$ cat config.mk
export PLATFORM = sky130hd
export DESIGN_NAME = clock_enable_sequencer
export DESIGN_NICKNAME = d
export VERILOG_FILES = /design/src/rtl/clock_enable_sequencer_pkg.sv /design/src/rtl/clock_enable_sequencer_phase_divider.sv /design/src/rtl/clock_enable_sequencer.sv
export SDC_FILE = /design/constraint.sdc
export NUM_CORES = 1
export LEC_CHECK = 0
export CORE_MARGIN = 2
export CORE_UTILIZATION = 64
export CTS_CLUSTER_DIAMETER = 150
export CTS_CLUSTER_SIZE = 14
export DETAILED_ROUTE_END_ITERATION = 8
export DONT_BUFFER_PORTS = 1
export GPL_TIMING_DRIVEN = 1
export PLACE_DENSITY = 0.92
export SLEW_MARGIN = 20
export SYNTH_ARGS = -nofsm -noshare
export SYNTH_HDL_FRONTEND = slang
export SYNTH_SLANG_ARGS = --single-unit
$ cat constraint.sdc
create_clock -name clock -period 6.6 [get_ports clock]
set_input_delay 0.99 -clock clock [delete_from_list [all_inputs] [get_ports clock]]
set_output_delay 0.99 -clock clock [all_outputs]
set_load 0.05 [all_outputs]
$ cat src/rtl/clock_enable_sequencer_pkg.sv
// Shared clocking definitions: sequencer state encoding and default widths.
package clock_enable_sequencer_pkg;
  localparam int DEFAULT_CREDIT_WIDTH = 16;
  localparam int DEFAULT_DIV_WIDTH    = 8;

  typedef enum logic [1:0] {
    ST_IDLE = 2'd0,
    ST_RUN  = 2'd1,
    ST_HALT = 2'd2
  } seq_state_t;
endpackage

$ cat src/rtl/clock_enable_sequencer_phase_divider.sv
// Phase counter 0..eff_div-1; flags phase zero. Held at 0 while restart is high,
// and the period is re-latched only at restart or wrap so ratio changes land cleanly.
module enable_phase_divider
  import clock_enable_sequencer_pkg::*;
#(
  parameter int DIV_WIDTH = DEFAULT_DIV_WIDTH
) (
  input  logic                 clock,
  input  logic                 reset,
  input  logic                 restart,
  input  logic [DIV_WIDTH-1:0] eff_div,
  output logic                 phase_zero
);
  logic [DIV_WIDTH-1:0] phase;
  logic [DIV_WIDTH-1:0] period;

  always_ff @(posedge clock or posedge reset) begin
    if (reset) begin
      phase  <= '0;
      period <= DIV_WIDTH'(1);
    end else if (restart) begin
      phase  <= '0;
      period <= eff_div;
    end else if (phase >= period - DIV_WIDTH'(1)) begin
      phase  <= '0;
      period <= eff_div;
    end else begin
      phase <= phase + DIV_WIDTH'(1);
    end
  end

  assign phase_zero = (phase == '0);
endmodule

$ cat src/rtl/clock_enable_sequencer.sv
// Credit-metered clock-enable sequencer: one registered ce pulse per credit every
// eff_div cycles while running; halt freezes issue and keeps credits.
module clock_enable_sequencer
  import clock_enable_sequencer_pkg::*;
#(
  parameter int CREDIT_WIDTH = DEFAULT_CREDIT_WIDTH,
  parameter int DIV_WIDTH    = DEFAULT_DIV_WIDTH
) (
  input  logic                    clock,
  input  logic                    reset,
  input  logic [DIV_WIDTH-1:0]    div_ratio,
  input  logic                    grant_valid,
  input  logic [CREDIT_WIDTH-1:0] grant_count,
  output logic                    grant_ready,
  input  logic                    halt,
  output logic                    ce,
  output logic                    halted,
  output logic [CREDIT_WIDTH-1:0] credits,
  output logic [31:0]             fired_count
);
  seq_state_t              state;
  seq_state_t              state_next;
  logic [DIV_WIDTH-1:0]    eff_div;
  logic                    phase_zero;
  logic                    fire;
  logic                    accept;
  logic [CREDIT_WIDTH:0]   credit_sum;
  logic [CREDIT_WIDTH-1:0] credits_next;

  assign eff_div = (div_ratio == '0) ? DIV_WIDTH'(1) : div_ratio;

  // Readiness ignores the pending decrement, so the sum alone must not carry out.
  assign credit_sum  = {1'b0, credits} + {1'b0, grant_count};
  assign grant_ready = ~credit_sum[CREDIT_WIDTH];
  assign accept      = grant_valid & grant_ready;
  assign fire        = (state == ST_RUN) & phase_zero & ~halt;

  always_comb begin
    credits_next = credits;
    if (accept) credits_next = credit_sum[CREDIT_WIDTH-1:0];
    if (fire)   credits_next = credits_next - CREDIT_WIDTH'(1);
  end

  always_comb begin
    state_next = ST_IDLE;
    if (halt)                    state_next = ST_HALT;
    else if (credits_next != '0) state_next = ST_RUN;
  end

  enable_phase_divider #(
    .DIV_WIDTH (DIV_WIDTH)
  ) u_divider (
    .clock      (clock),
    .reset      (reset),
    .restart    (state != ST_RUN),
    .eff_div    (eff_div),
    .phase_zero (phase_zero)
  );

  always_ff @(posedge clock or posedge reset) begin
    if (reset) begin
      state       <= ST_IDLE;
      ce          <= 1'b0;
      halted      <= 1'b0;
      credits     <= '0;
      fired_count <= '0;
    end else begin
      state       <= state_next;
      ce          <= fire;
      halted      <= halt;
      credits     <= credits_next;
      fired_count <= fired_count + 32'(fire);
    end
  end
endmodule

==> qor.yml <==
status: "finished clean"
drt_iter0_drc: 287
worst-slew-pin-transition_ps: 886
insertion_delay_ps: 340
grt_setup_unrepaired: "false"
crit_start: "credits[0]$_DFF_PP0_"
cts_setup_buffers: 0
root_buffer: "clkbuf_8"
crit_fanout: 10
final.setup.tns_ps: 0
rows: 30
power.density_mw_per_mm2: 443
holdPathEnd: "u_divider.phase[0]$_DFF_PP0_"
rrSetupSlack_ps: 1010
syn-cell-area_mm2: 0.00450
cpPeakStageDelay_ps: 590
clk_path_buf_depth: 2
crit-reg2reg-launch: "credits[0]$_DFF_PP0_"
wirelength_mm: 10.3
synthSimpleGateAreaFrac_pct: 21.1
hold-path-cell-count: 1
r2r_cells: 15
htreeDepth: 3
hp-start: "u_divider.phase[0]$_DFF_PP0_"
drtPass1Iterations: 5
crit_chain: "ha_1, fa_1, a211o_1, a211o_1, and3_1, or3_1, mux2i_1, ha_1, nand4_1, o31a_1, o31a_1, or3_1, or4_1, nor4b_2, a41oi_1"
place_congestion: 0.926
worstPathRequired_ps: 6790
start_util_pct: 66.2
die_area_mm2: 0.00772
cts_tree: "done"
grt_max_degree: 68
min_period_ps: 5590
antenna_found_initial: 0
p_switching_uw: 1070
hold_class: "reg2reg"
synthFlopType: "dfrtp_1"
total_power_uw: 2130
critPathKind: "reg2reg"
synth_top_family_by_area: "simple AND/OR/NAND/NOR gates"
report.final.slew_viol_count: 0
peakVddDrop_v: 0.000225
post_drt_wl_per_cell_um: 18.0
end_kind: "flop"
internal_power_uw: 1060
grt-ovfl-total: 0
r2r_end: "state[0]$_DFF_PP0_"
crit_slowest_cell: "dfrtp_1"
antenna_left: 0
worst_clock_skew_ps: 10.3
max_freq_mhz: 179
syn_inst: 464
synthArstFlopShare_pct: 100
synth_mux_area_share_pct: 4.20
cts_resized: 0
vias_per_cell: 6.48
min_period_over_period_pct: 84.7
setup_violations: 0
ys.warnings.count: 0
cts.sinks: 67
maxCapViolCount: 0
maxSlewHeadroom_pct: 40.0
io_pins: 79
grt_pass1_vias: 3640
synthXorXnorAreaFrac_pct: 12.7
ys_seq_area_share_pct: 37.3
worst_ep_arrival_time_ps: 5780
p_comb_share_pct: 45.9
nets: 532
synthAdderAreaFrac_pct: 8.79
ys_seq_elements: 67
path_buf_inv: 0
drc_errors: 0
hold_viol_final: 0
track_usage_pct: 28.1
grt_pass1_wl_mm: 16.9
synthesis.nets: 523
die_width_um: 87.8
area_growth_pct: 7.15
seqPwrFrac_pct: 38.0
sw_frac_of_total_pct: 50.2
vias: 3718
startpoint_type: "flop"
synth_compound_area_share_pct: 13.5
fill_cells: 470
synth_edf_count: 0
portBuffers: 0
p_leak_uw: 0.00214
path_clk_slew_ps: 70
drive_above_1_share_pct: 7.53
clkPwrFrac_pct: 16.1
syn_avg_cell_area_um2: 9.70
numCtsBuffers: 9
diodes: 0
die_h_um: 87.8
postCtsHoldBufs: 0
core_mm2: 0.00679
cpLargestDelayFamily: "simple AND/OR/NAND/NOR gates"
synth_cell_type_count: 58
hpwlAfterDp_mm: 7.89
[per-stage QoR]
stage | hold WS (ps) | setup WS [ps] | util (%) | instance area, um^2 | cells
2_1_floorplan | 488 | 972 | - | 4500 | 464
3_3_place_gp | 512 | 954 | 68.0 | 4620 | 558
3_5_place_dp | 531 | 811 | 68.0 | 4620 | 558
4_1_cts | 539 | 1040 | 71.0 | 4820 | 574
5_1_grt | 570 | 768 | 71.0 | 4820 | 574
6_report | 538 | 1010 | 71.0 | 4820 | 574
[layout by cell type (no fill, tap or decap), drive strengths merged, types with 3 or more instances in the layout]
master / count
and4: 5
a31oi: 5
xor2: 24
a41oi: 3
dfrtp: 66
buf: 4
nand3: 21
a21oi: 15
nor2: 33
nand2b: 4
o21ai: 8
o31ai: 6
or4: 3
nor2b: 3
o311ai: 5
ha: 30
inv: 19
nor3b: 4
or3: 11
mux2i: 11
a2111oi: 3
and3: 12
mux2: 7
nor4: 10
a21o: 12
clkbuf: 12
xnor2: 41
o31a: 3
nand4: 11
clkinv: 3
nor3: 13
nand2: 29
o211ai: 4
a211o: 3
and2: 4
nor4b: 4
or2: 4
[state kept, by name, indices dropped and copies added (netlist names)]
name,flops
fired_count,32
credits,16
u_divider.period,8
u_divider.phase,8
ce,1
halted,1
state,1
[worst max-delay path by stage]
stage                                     to  slack (ps)  depth (start not counted)
after global placement    state[0]$_DFF_PP0_         950                         15
after global routing      state[0]$_DFF_PP0_         770                         16
final                     state[0]$_DFF_PP0_        1010                         15
after detailed placement  state[0]$_DFF_PP0_         810                         15
after CTS                 state[0]$_DFF_PP0_        1040                         15
after floorplan           state[0]$_DFF_PP0_         970                         18
[logic make-up after synthesis]
| kind of cell | Yosys count |
|---|---|
| and+or+nand+nor | 175 |
| AOI/OAI and AO/OA | 83 |
| DFF | 67 |
| xor gates and xnor gates | 65 |
| adders and majority gates | 31 |
| buffers and inverters | 25 |
| muxes | 18 |
[synth_stat cells, drive strengths merged (12+ instances only)]
library cell / number / area, um^2
xor2: 24 / 210
nand3: 21 / 105
a21oi: 15 / 75.1
and3: 12 / 75.1
nor2: 33 / 124
a21o: 12 / 90.1
xnor2: 41 / 359
nand2: 29 / 109
nor3: 13 / 70.1
dfrtp: 66 / 1650
ha: 30 / 375
inv: 19 / 71.3
[final cells by class]
type	instances	area (um^2)	area share (%)
clock inverters	4	48.8	1.01
clock buffers	12	155	3.22
repair buffers	4	30.0	0.623
multi-input cells	372	2720	56.4
inverters	19	71.3	1.48
well taps	96	120	2.49
flip-flops and latches	67	1680	34.8
[power by group through the flow]
| stage | Clock, uW | Sequential, uW | Combinational (uW) |
|---|---|---|---|
| final | 343 | 811 | 980 |
| after global routing | 371 | 825 | 1070 |
| after CTS | 349 | 810 | 960 |
| after detailed placement | 0 | 818 | 951 |
| after global placement | 0 | 813 | 919 |
| after floorplan | 0 | 779 | 767 |
[routing by layer]
metal	track usage (%)	up-vias	part of all wire, %
met2	46.8	152	50
met1	35.5	1805	40
li1	-	1741	-
met3	7.73	20	8.1
met4	9.23	0	2.0
met5	0	-	0
Power figures use the tool's default switching activity.
